`src/rtl/a_skew_feeder.sv`:
```
// Streams matrix A from array_mem_A into the four west-edge rows of the systolic array.
// Row r lags row 0 by r cycles so the PEs see a diagonal wavefront.
module a_skew_feeder #(
  parameter int unsigned DATA_W     = 16,
  parameter int unsigned ADDR_W     = 6,
  parameter int unsigned ROW_STRIDE = 16,
  parameter int unsigned MAX_K      = 16
) (
  input  logic              clk,
  input  logic              rst,
  input  logic              start,
  input  logic [4:0]        k_len,
  input  logic              stall,
  output logic              busy,
  output logic              done,
  output logic [ADDR_W-1:0] read_addr_0,
  output logic [ADDR_W-1:0] read_addr_1,
  output logic [ADDR_W-1:0] read_addr_2,
  output logic [ADDR_W-1:0] read_addr_3,
  input  logic [DATA_W-1:0] read_data_0,
  input  logic [DATA_W-1:0] read_data_1,
  input  logic [DATA_W-1:0] read_data_2,
  input  logic [DATA_W-1:0] read_data_3,
  output logic [DATA_W-1:0] a_out_0,
  output logic [DATA_W-1:0] a_out_1,
  output logic [DATA_W-1:0] a_out_2,
  output logic [DATA_W-1:0] a_out_3,
  output logic              a_valid_0,
  output logic              a_valid_1,
  output logic              a_valid_2,
  output logic              a_valid_3
);

  typedef enum logic {IDLE, RUN} state_t;

  state_t            state, state_next;
  logic [4:0]        t, t_next;
  logic [4:0]        k_reg, k_next;
  logic [4:0]        k_clip;
  logic              done_q, done_next;
  logic              load, clear;
  logic [3:0]        active;
  logic [ADDR_W-1:0] addr  [4];
  logic [DATA_W-1:0] rdata [4];
  logic [DATA_W-1:0] a_q   [4];
  logic [3:0]        valid_q;

  assign k_clip = (k_len > 5'(MAX_K)) ? 5'(MAX_K) : k_len;

  assign rdata[0] = read_data_0;
  assign rdata[1] = read_data_1;
  assign rdata[2] = read_data_2;
  assign rdata[3] = read_data_3;

  // Row r is live for steps r..r+K-1; idle rows park on their row base address.
  always_comb begin
    active = '0;
    for (int unsigned r = 0; r < 4; r++) begin
      active[r] = (state == RUN) && ({1'b0, t} >= 6'(r)) &&
                  ({1'b0, t} < (6'(r) + {1'b0, k_reg}));
      addr[r]   = ADDR_W'(r * ROW_STRIDE) + (active[r] ? ADDR_W'(t - 5'(r)) : '0);
    end
  end

  always_comb begin
    state_next = state;
    t_next     = t;
    k_next     = k_reg;
    done_next  = 1'b0;
    load       = 1'b0;
    clear      = 1'b0;
    unique case (state)
      IDLE: begin
        clear = 1'b1;
        if (start) begin
          k_next = k_clip;
          t_next = '0;
          if (k_clip != '0) state_next = RUN;
          else              done_next  = 1'b1;
        end
      end
      RUN: begin
        if (!stall) begin
          load   = 1'b1;
          t_next = t + 5'd1;
          if (t == k_reg + 5'd2) begin
            state_next = IDLE;
            t_next     = '0;
            done_next  = 1'b1;
          end
        end
      end
      default: state_next = IDLE;
    endcase
  end

  always_ff @(posedge clk) begin
    if (rst) begin
      state   <= IDLE;
      t       <= '0;
      k_reg   <= '0;
      done_q  <= 1'b0;
      valid_q <= '0;
      for (int unsigned r = 0; r < 4; r++) a_q[r] <= '0;
    end else begin
      state  <= state_next;
      t      <= t_next;
      k_reg  <= k_next;
      done_q <= done_next;
      for (int unsigned r = 0; r < 4; r++) begin
        if (clear) begin
          a_q[r]     <= '0;
          valid_q[r] <= 1'b0;
        end else if (load) begin
          a_q[r]     <= active[r] ? rdata[r] : '0;
          valid_q[r] <= active[r];
        end
      end
    end
  end

  assign busy        = (state == RUN);
  assign done        = done_q;
  assign read_addr_0 = addr[0];
  assign read_addr_1 = addr[1];
  assign read_addr_2 = addr[2];
  assign read_addr_3 = addr[3];
  assign a_out_0     = a_q[0];
  assign a_out_1     = a_q[1];
  assign a_out_2     = a_q[2];
  assign a_out_3     = a_q[3];
  assign a_valid_0   = valid_q[0];
  assign a_valid_1   = valid_q[1];
  assign a_valid_2   = valid_q[2];
  assign a_valid_3   = valid_q[3];

endmodule

```
`config.mk`:
```
export PLATFORM = sky130hd
export DESIGN_NAME = a_skew_feeder
export DESIGN_NICKNAME = d
export VERILOG_FILES = /design/src/rtl/a_skew_feeder.sv
export SDC_FILE = /design/constraint.sdc
export NUM_CORES = 1
export LEC_CHECK = 0
export CORE_MARGIN = 4
export CORE_UTILIZATION = 30
export CTS_BUF_LIST = sky130_fd_sc_hd__clkbuf_8 sky130_fd_sc_hd__clkbuf_16
export CTS_CLUSTER_SIZE = 40
export DETAILED_ROUTE_END_ITERATION = 10
export GPL_ROUTABILITY_DRIVEN = 0
export PLACE_DENSITY = 0.57
export SLEW_MARGIN = 20
export SYNTH_ARGS = -nofsm -noshare
export SYNTH_HDL_FRONTEND = slang
export SYNTH_SLANG_ARGS = --single-unit
```
`constraint.sdc`:
```
create_clock -name clk -period 2.55 [get_ports clk]
set_input_delay 0.51 -clock clk [delete_from_list [all_inputs] [get_ports clk]]
set_output_delay 0.51 -clock clk [all_outputs]
set_load 0.05 [all_outputs]
```
After elaboration in Yosys (flattened, before gate mapping)

Memory sizes are Yosys's and may differ from the RTL's.
Index checks and enable logic that the tools add are counted.

Register bits after elaboration: 16
Memory bits (writable): 64
Input bits: 73
Output and inout port bits: 94
Word-level logic and storage cells: 90
Memories: 1

Memory list:

| memory | words | width | read ports | clocked after memory_dff | wr ports | RTL line | source |
|---|---|---|---|---|---|---|---|
| a_q    | 4     | 16    | 4          | 0                        | 4        | 45       | `logic [DATA_W-1:0] a_q [4];` |

Add/sub/neg operators: 11
Magnitude comparators: 8
Eq/ne operators: 3
Muxes and demuxes: 42
Bitwise operators: 9
Reductions and logical operators: 11

Operators by type and width:

| kind                                                                                | count |
|---|---|
| 16-bit two-way mux                                                                  | 12 |
| 5-bit two-way mux                                                                   | 5 |
| 1-bit two-way mux                                                                   | 19 |
| 5-bit by 6-bit less-than comparator with 1-bit output                               | 3 |
| 6-bit two-way mux                                                                   | 3 |
| 2-bit by 5-bit adder with 6-bit output, first input constant                        | 2 |
| 6-bit adder, first input constant                                                   | 2 |
| 5-bit by 2-bit subtractor with 6-bit output, second input constant                  | 2 |
| 5-bit by 2-bit greater-or-equal comparator with 1-bit output, second input constant | 2 |
| 5-bit one-hot mux with 2 select lines                                               | 1 |
| 1-bit OR                                                                            | 8 |
| 1-bit logical AND                                                                   | 7 |
| 1-bit by 5-bit adder with 6-bit output, first input constant                        | 1 |
| 5-bit by 6-bit adder with 6-bit output, first input constant                        | 1 |
| 5-bit by 1-bit subtractor with 6-bit output, second input constant                  | 1 |
| 5-bit by 1-bit adder with 5-bit output, second input constant                       | 1 |
| 5-bit by 2-bit adder with 5-bit output, second input constant                       | 1 |
| 5-bit equality test                                                                 | 1 |
| 5-bit by 1-bit greater-or-equal comparator with 1-bit output, second input constant | 1 |
| 5-bit greater-than comparator, second input constant                                | 1 |
| 5-bit less-than comparator                                                          | 1 |
| 5-bit nonzero test                                                                  | 1 |
| 2-bit inequality test, second input constant                                        | 2 |
| 1-bit one-hot mux with 2 select lines                                               | 2 |
| 3 further kinds                                                                     | 4 |

Depth between registers and ports, before layout

Gate-level depths: netlist of the first run.

Depth in word-level cells: 7
Gate-level depth with buffers: 10

Least setup slack after synthesis of the first run

No wires, ideal clock.

Kind: reg2out
Start point: reg k_reg[1]
End point: out read_addr_3[1]
Data arrival time: 2.975 ns
Slack: -0.935 ns
Cell stages (with the launch flop): 11
Buffers on the path: 1
Path through: dfxtp_1 -> inv_1 -> ha_1 -> a21oi_1 -> xnor2_1 -> ha_1 -> o21ai_0 -> a21oi_1 -> o31a_2 -> buf_6 -> nor3b_1

Longest elaborated chain between the ends: 5

Ends and longest elaborated chain:

| element                                               | RTL line | source |
|---|---|---|
| from (decl)                                           | 38       | `logic [4:0] k_reg, k_next;` |
| from (signal assigned)                                | 108      | `k_reg <= k_next;` |
| 2-bit by 5-bit adder with 6-bit output                | 60       | `({1'b0, t} < (6'(r) + {1'b0, k_reg}));` |
| 5-bit by 6-bit less-than comparator with 1-bit output | 60       |  |
| 1-bit logical AND                                     | 59       | `active[r] = (state == RUN) && ({1'b0, t} >= 6'(r)) &&` |
| 6-bit two-way mux                                     | 61       | `addr[r] = ADDR_W'(r * ROW_STRIDE) + (active[r] ? ADDR_W'(t - 5'(r)) : '0);` |
| 6-bit adder                                           | 61       |  |
| to (decl)                                             | 19       | `output logic [ADDR_W-1:0] read_addr_3,` |

Every way passes these cells.

Final worst setup path of the first run

Start point: reg k_reg[1]
End point: out read_addr_3[5]

Same word-level chain as after synthesis.

==> impl_metrics.csv, run 1 <==
group,metric,value,unit
global_routing,met3_usage,0.0334,
route,viasPerCell,4.73,
place,io_buffer_count,165,
clocking,clock_path_buffers,2,
synth,yosys_most_used_dff,"edfxtp_1",
synth,ys_types,53,
synth,ys_seq_area_frac,0.508,
route,drt_iter0_drc,162,
critical_path,cp-end-kind,"output port",
route,drt.antenna.violating_nets,0,
die,die-area,16700,um2
global_routing,overflow,0,
worst_hold_path,min_delay_worst_endpoint,"valid_q[1]",
sta,layout_setup_ws,-0.455,ns
place,postPlaceCellArea,6800,um2
critical_path,r2r-start,"k_reg[1]",
sta,period_needed,3.01,ns
run_status,outcome,"finished, violations left",
run,max_cap_viol_count,0,
global_routing,grt_max_degree,44,
synth,synth_edf_count,64,
clocking,cts_tree,"done",
die,core,14500,um2
global_routing,grtUsageMet2,0.259,
die,fp.dieW,129,um
critical_path,r2r_slack,0.08,ns
pwr,ir_worst_vdd,0.485,mV
clocking,insertion_delay,0.33,ns
synth,yosys.area.top_type,"edfxtp_1",
critical_path,max_stage_delay,0.40,ns
die,pin_count,167,
final_layout,n_antenna_cell,0,
clocking,cts_root_buf,"clkbuf_16",
critical_path,r2r_end,"a_q[3][15]",
sta,tightest_slew,0.787,ns
clocking,cts.sinks,80,
place,dpl.hpwl,10.0,mm
clocking,htreeDepth,3,
synth,syn_area,4420,um2
critical_path,critical_path_class,"reg2out",
critical_path,critPathLaunchType,"flip-flop",
worst_hold_path,worstHoldStart,"valid_q[1]",
global_routing,grt.busiest_layer,"met2",
sta,whs,0.486,ns
synth,ys_ff_latch,80,
synth,yosysWarningCount,0,
synth,netlist_top_cells_count,"edfxtp_1, nor3b_1, ha_1, nor3_1, inv_1",
global_routing,grt_pass1_wl,20.1,mm
synth,syn_inst,395,
critical_path,cp_max_fo,5,
sta,finalMaxSlewViolations,0,
critical_path,required,2.04,ns
global_routing,grt_use_met1,0.194,
critical_path,critPathArrivalTime,2.50,ns
worst_hold_path,hp-class,"reg2reg",
die,rows,44,
final_layout,largest_reg_flops,64,
final_layout,drive_above_1_share,0.276,
sta,rsz0062_at_grt,"true",
sta,fin_crit_sh,1.18,
sta,setup_viol,23,
pwr,power.density,459,nW/um2
sta,finClkSkew,0.00686,ns
route,wl_per_cell,16.7,um
synth,async_flop_share,0,
run_status,violations,"setup timing",
final_layout,final_area,7470,um2
critical_path,slowest_stage,"dfxtp_4",
route,route.detailed.drc,0,
final_layout,area_delta_synth_final,69.2,%
synth,synth_area_per_cell,11.2,um2
synth,yosys.area.top_type_share,0.435,
final_layout,nets,702,
global_routing,grt_use_total,0.153,
die,die_y,129,um
synth,synth_most_common_cell,"edfxtp_1",
route,wl,13.2,mm
pwr,p_leak,0.00282,uW
synth,synth_area_leaders,"edfxtp_1, ha_1, dfxtp_1, nor3b_1, nor3_1",
route,route.vias.total,3727,
global_routing,grt_pass1_vias,3843,
critical_path,reg2reg_depth,12,
clocking,cts_inserted_buffers,9,
global_routing,antenna_found_initial,0,
worst_hold_path,min_path_cells,2,
synth,synth_fp_nets,498,
sta,slew_headroom,0.475,
die,initial_utilization,0.305,
sta,clock.fmax,0.333,GHz
critical_path,path_cells,"inv_4 > ha_4 > a21oi_4 > xnor2_2 > ha_1 > o21ai_1 > a21oi_1 > o31a_2 > or3b_1 > buf_6",
clocking,path_clk_slew,0.07,ns
route,firstDrtPassIters,4,
sta,finalHoldViolations,0,
## worst max-delay path: cells and delay by family (launching register included)
family | cells | cell delay, ns
adder cells (fa/ha/maj) | 2 | 0.40
XOR/XNOR | 1 | 0.13
AND/OR/NAND/NOR | 1 | 0.40
flip-flops | 1 | 0.40
AO/OA/AOI/OAI | 4 | 0.60
buffers and inverters | 2 | 0.22
## repair_timing
action	4_1_cts	5_1_grt
setup endpoints to repair	24	35
hold buffers	0	0
gates cloned	1	0
pin swaps	24	13
resized for setup	45	8
setup buffers	12	2
## kinds of logic (layout without fill, tap and decap cells)
group           count (synthesis)  count (layout)  synth area share
compound gates                 42              42            0.0595
xor+xnor                       15              15            0.0297
fa+ha+maj                      30              30            0.0850
buf+inv                        60             269            0.0643
flops                          80              80             0.508
mux                             2               2           0.00453
other cells                     1               1          0.000849
simple gates                  165             165             0.248
## metal layers
| metal | routed length [um] | vias up | part of all wire |
|---|---|---|---|
| met1 | 5640 | 1734 | 0.43 |
| met3 | 982 | 13 | 0.074 |
| met5 | 0 | - | 0 |
| li1 | - | 1848 | - |
| met4 | 222 | 0 | 0.017 |
| met2 | 6350 | 132 | 0.48 |
## area by class of cell
type / count / area (um2)
clock inverter: 7 / 51.3
sequential: 80 / 2260
timing repair buffer: 224 / 2290
multi-input combinational: 255 / 2310
clock buffer: 9 / 225
tap: 184 / 230
inverter: 29 / 111
fill: 1274 / 7010
## where the power goes
group | total (uW) | leakage, uW | internal [uW] | switching, uW
Combinational | 741 | 0.00178 | 351 | 390
Clock | 1220 | 0.000140 | 670 | 550
Sequential | 1470 | 0.000894 | 1440 | 23.5
## stage by stage
stage	setup slack [ns]	util	setup TNS [ns]	total power (uW)	cells
6_report	-0.455	0.516	-7.00	3430	788
5_1_grt	-0.541	0.516	-9.29	3560	788
4_1_cts	-0.483	0.512	-7.19	3460	786
3_5_place_dp	-0.269	0.470	-3.06	2160	758
3_3_place_gp	-0.224	0.470	-2.24	2160	758
2_1_floorplan	-0.156	-	-1.49	1870	395
## worst max path at each step
stage / startpoint / end / slack [ns] / cells after the start
final: k_reg[1] / read_addr_3[5] / -0.46 / 10
after global routing: k_reg[1] / read_addr_3[4] / -0.54 / 10
after CTS: k_reg[1] / read_addr_1[4] / -0.48 / 9
after detailed placement: k_reg[2] / read_addr_3[5] / -0.27 / 9
after global placement: k_reg[2] / read_addr_3[4] / -0.22 / 9
after floorplan: k_reg[2] / read_addr_1[1] / -0.16 / 9
## cell usage in the layout, fill, tap and decap left out, types with 12 or more instances in the layout
cell             instances
nand3_1                 12
buf_12                  13
edfxtp_1                64
buf_6                   18
nand2_1                 20
nor3b_2                 17
nor3b_1                 18
nor4b_1                 16
buf_4                   51
nor3_1                  21
ha_1                    24
inv_1                   26
clkdlybuf4s50_1        141
Power figures use the tool's default switching activity.
==> run 2, diff against run 1 <==
Settings changed: CORE_MARGIN 4 to 2, SKIP_CTS_REPAIR_TIMING set to 1.
==> impl_metrics.csv, run 2 (synthesis results as in run 1) <==
group,metric,value,unit
global_routing,antenna_found_initial,0,
critical_path,cp-end-kind,"output port",
pwr,power_frac_seq,0.424,
clocking,cts_tree,"done",
critical_path,r2r_slack,0.14,ns
route,viasPerCell,4.80,
final_layout,n_antenna_cell,0,
die,initial_utilization,0.305,
sta,finalHoldViolations,0,
clocking,clock_path_buffers,2,
sta,layout_setup_ws,-0.473,ns
sta,tightest_slew,0.575,ns
run,max_cap_viol_count,0,
sta,period_needed,3.02,ns
route,drt_iter0_drc,241,
pwr,ir_worst_vdd,0.268,mV
final_layout,area_delta_synth_final,66.1,%
clocking,htreeDepth,3,
clocking,cts_root_buf,"clkbuf_16",
route,wl_per_cell,16.4,um
critical_path,crit_path_start,"k_reg[1]",
place,io_buffer_count,165,
route,drt.antenna.violating_nets,0,
pwr,share_comb_of_total_power,0.207,
final_layout,nets,699,
die,rows,44,
worst_hold_path,hp-class,"reg2reg",
pwr,power_switching,935,uW
critical_path,r2r-start,"k_reg[1]",
final_layout,largest_reg_flops,64,
run_status,outcome,"finished, violations left",
global_routing,grt_pass1_vias,3739,
place,dpl.hpwl,9.45,mm
sta,slew_headroom,0.616,
sta,rsz0062_at_grt,"true",
sta,finalSetupTns,-8.19,ns
sta,finClkSkew,0.00859,ns
pwr,p_int,2530,uW
pwr,p_leak,0.00277,uW
clocking,path_clk_slew,0.06,ns
sta,fin_crit_sh,1.19,
global_routing,grt_pass1_wl,20.0,mm
global_routing,grt_max_degree,49,
critical_path,cp_max_fo,6,
global_routing,overflow,0,
pwr,netSwitchingFraction,0.270,
pwr,clock_power_share,0.369,
clocking,cts.sinks,80,
die,die_y,125,um
sta,finalMaxSlewViolations,0,
critical_path,critPathLaunchType,"flip-flop",
critical_path,r2r_end,"a_q[1][0]",
die,die-area,15700,um2
sta,clock.fmax,0.331,GHz
die,core,14500,um2
route,wl,12.8,mm
route,firstDrtPassIters,4,
critical_path,critical_path_class,"reg2out",
final_layout,final_core_util,0.507,
route,route.detailed.drc,0,
sta,setup_viol,23,
pwr,power.density,472,nW/um2
final_layout,drive_above_1_share,0.250,
clocking,insertion_delay,0.34,ns
clocking,cts_inserted_buffers,9,
critical_path,critPathArrivalTime,2.51,ns
critical_path,reg2reg_depth,11,
final_layout,final_cell_mix,"clkdlybuf4s50_1, edfxtp_1, buf_4",
die,fp.dieW,125,um
die,pin_count,167,
route,route.vias.total,3755,
critical_path,required,2.04,ns
run_status,violations,"setup timing",
final_layout,final_common_cell,"clkdlybuf4s50_1",
critical_path,endpoint,"read_addr_1[2]",
global_routing,grt_use_total,0.161,
run 2: cell count changes in the layout (fill, tap and decap cells not counted), moves of 2 or more:
cell      previous run  this run
nor2_4               2         0
inv_6                3         1
nor3b_2             17        11
ha_4                 6         4
clkinv_4             0         2
clkinv_2             2         0
nor3b_1             18        24
run 2: worst min-delay path by stage:
stage,cells after the start,from,end,slack (ns)
final,2,valid_q[2],valid_q[2],0.47
after global routing,2,k_reg[2],k_reg[2],0.53
after CTS,2,valid_q[2],valid_q[2],0.48
after detailed placement,2,valid_q[2],valid_q[2],0.47
after global placement,2,valid_q[1],valid_q[1],0.46
after floorplan,2,k_reg[1],k_reg[1],0.48
run 2: stage by stage:
stage | cells | hold slack [ns] | power (uW) | setup WS (ns) | cell area, um2
2_1_floorplan | 395 | 0.482 | 1870 | -0.156 | 4670
3_3_place_gp | 760 | 0.460 | 2160 | -0.123 | 6810
3_5_place_dp | 760 | 0.472 | 2160 | -0.196 | 6810
4_1_cts | 774 | 0.482 | 3450 | -0.565 | 7100
5_1_grt | 783 | 0.525 | 3600 | -0.681 | 7330
6_report | 783 | 0.474 | 3460 | -0.473 | 7330
run 2: layout make-up:
type	count	area [um2]
Clock buffer	9	225
Clock inverter	5	60.1
Fill cell	1276	7140
Inverter	29	111
Multi-Input combinational cell	255	2210
Sequential cell	80	2260
Tap cell	184	230
Timing Repair Buffer	221	2240
run 2: routing by layer:
metal	up-vias	GRT usage	routed length (um)
met5	-	0	0
met4	0	0.0569	266
met3	21	0.0484	798
met2	145	0.248	5920
met1	1754	0.216	5840
li1	1835	-	-
run 2: power by group through the flow:
stage	Clock (uW)	Sequential (uW)	Combinational, uW
global placement	0	1490	665
finish	1280	1470	716
CTS	1310	1470	670
floorplan	0	1640	227
detailed placement	0	1500	667
global route	1370	1470	757
run 2: worst max-delay path, stage by stage (launching register included):
cell	delay [ns]
dfxtp_4	0.39
ha_2	0.22
buf_4	0.13
nand2_1	0.08
xnor2_2	0.13
ha_1	0.17
a21o_1	0.16
a32oi_1	0.19
o21ai_2	0.12
buf_6	0.16
nor3b_4	0.24
buf_12	0.17
==> run 3, diff against run 2 <==
Settings changed: CORE_MARGIN 2 to 3.
==> impl_metrics.csv, run 3 (synthesis results as in run 1) <==
group,metric,value,unit
pwr,ir_worst_vdd,0.257,mV
critical_path,critPathArrivalTime,2.50,ns
sta,layout_setup_ws,-0.463,ns
route,route.detailed.drc,0,
sta,fin_crit_sh,1.18,
die,fp.dieW,127,um
die,core,14100,um2
global_routing,grt_use_total,0.152,
die,pin_count,167,
critical_path,cp_num_cells,10,
place,dp.cells,760,
final_layout,final_common_cell,"clkdlybuf4s50_1",
sta,finalSetupTns,-8.17,ns
final_layout,drive_above_1_share,0.254,
clocking,path_clk_slew,0.06,ns
final_layout,area_delta_synth_final,66.9,%
critical_path,max_stage_delay,0.40,ns
critical_path,reg2reg_depth,11,
die,rows,43,
die,die-area,16200,um2
final_layout,final_core_util,0.521,
clocking,clock_path_buffers,2,
clocking,insertion_delay,0.34,ns
critical_path,path_buf_inv,2,
clocking,cts.sinks,80,
sta,whs,0.480,ns
sta,tightest_slew,0.634,ns
die,die_y,127,um
sta,finClkSkew,0.00712,ns
sta,slew_headroom,0.577,
sta,period_needed,3.01,ns
final_layout,stdcell_count,783,
critical_path,slowest_stage,"or3b_4",
critical_path,required,2.04,ns
final_layout,largest_reg_flops,64,
critical_path,crit_family,"compound AO/OA/AOI/OAI gates",
final_layout,final_cell_mix,"clkdlybuf4s50_1, edfxtp_1, buf_4",
route,viasPerCell,4.79,
clocking,htreeDepth,3,
route,drt.antenna.violating_nets,0,
global_routing,antenna_found_initial,0,
route,wl_per_cell,16.4,um
final_layout,n_fill_cell,1290,
sta,setup_viol,23,
place,place_ws,-0.190,ns
critical_path,cp_max_fo,6,
critical_path,path_cells,"inv_4 > ha_4 > a21oi_4 > xnor2_2 > ha_1 > o21ai_1 > a21oi_1 > o31a_2 > or3b_4 > buf_8",
die,initial_utilization,0.312,
clocking,cts_tree,"done",
global_routing,grt_pass1_wl,19.6,mm
critical_path,critical_path_class,"reg2out",
critical_path,cp-end-kind,"output port",
clocking,cts_root_buf,"clkbuf_16",
pwr,power.density,470,nW/um2
global_routing,grt_max_degree,34,
final_layout,nets,701,
run_status,violations,"setup timing",
sta,clock.fmax,0.332,GHz
pwr,p_leak,0.00280,uW
worst_hold_path,hp-class,"reg2reg",
global_routing,overflow,0,
place,io_buffer_count,165,
sta,finalMaxSlewViolations,0,
critical_path,critPathLaunchType,"flip-flop",
final_layout,n_antenna_cell,0,
sta,rsz0062_at_grt,"true",
run,max_cap_viol_count,0,
sta,finalHoldViolations,0,
place,dpl.hpwl,9.69,mm
worst_hold_path,min_path_cells,2,
route,firstDrtPassIters,6,
global_routing,grt_pass1_vias,3751,
route,wl,12.8,mm
route,drt_iter0_drc,151,
route,route.vias.total,3751,
clocking,cts_inserted_buffers,9,
run_status,outcome,"finished, violations left",
run 3: final timing paths:
check / startpoint / to / slack [ns]
setup / recovery: k_reg[1] / read_addr_3[5] / -0.46
hold / removal: valid_q[1] / valid_q[1] / 0.48
setup reg to reg: k_reg[1] / a_q[2][2] / 0.11
hold reg to reg: valid_q[1] / valid_q[1] / 0.48
run 3: worst min-delay path: stages (launching register included):
cell	delay (ns)
dfxtp_1	0.33
nand3_1	0.06
o21ai_0	0.06
run 3: layer usage:
layer	vias up	part of all wire	wire length (um)	global-route usage
met4	0	0.020	261	0.0536
met5	-	0	0	0
met2	137	0.47	6000	0.247
li1	1832	-	-	-
met1	1765	0.43	5560	0.192
met3	17	0.079	1020	0.0456
run 3: final cells by class:
type / instances / area [um2] / area share
clock inverter: 7 / 70.1 / 0.00951
tap: 180 / 225 / 0.0306
multi-input combinational: 255 / 2210 / 0.299
sequential: 80 / 2260 / 0.306
clock buffer: 9 / 225 / 0.0306
timing repair buffer: 223 / 2280 / 0.309
inverter: 29 / 111 / 0.0151
run 3: power by group:
group | total [uW] | switching, uW | internal (uW)
logic | 720 | 387 | 333
registers | 1460 | 20.5 | 1440
clock network | 1280 | 524 | 760
total | 3470 | 932 | 2540
run 3: stage by stage:
stage	cell area, um2	total power [uW]
after floorplan	4670	1870
after global placement	6860	2170
after detailed placement	6860	2170
after CTS	7160	3460
after global routing	7370	3590
final	7370	3470
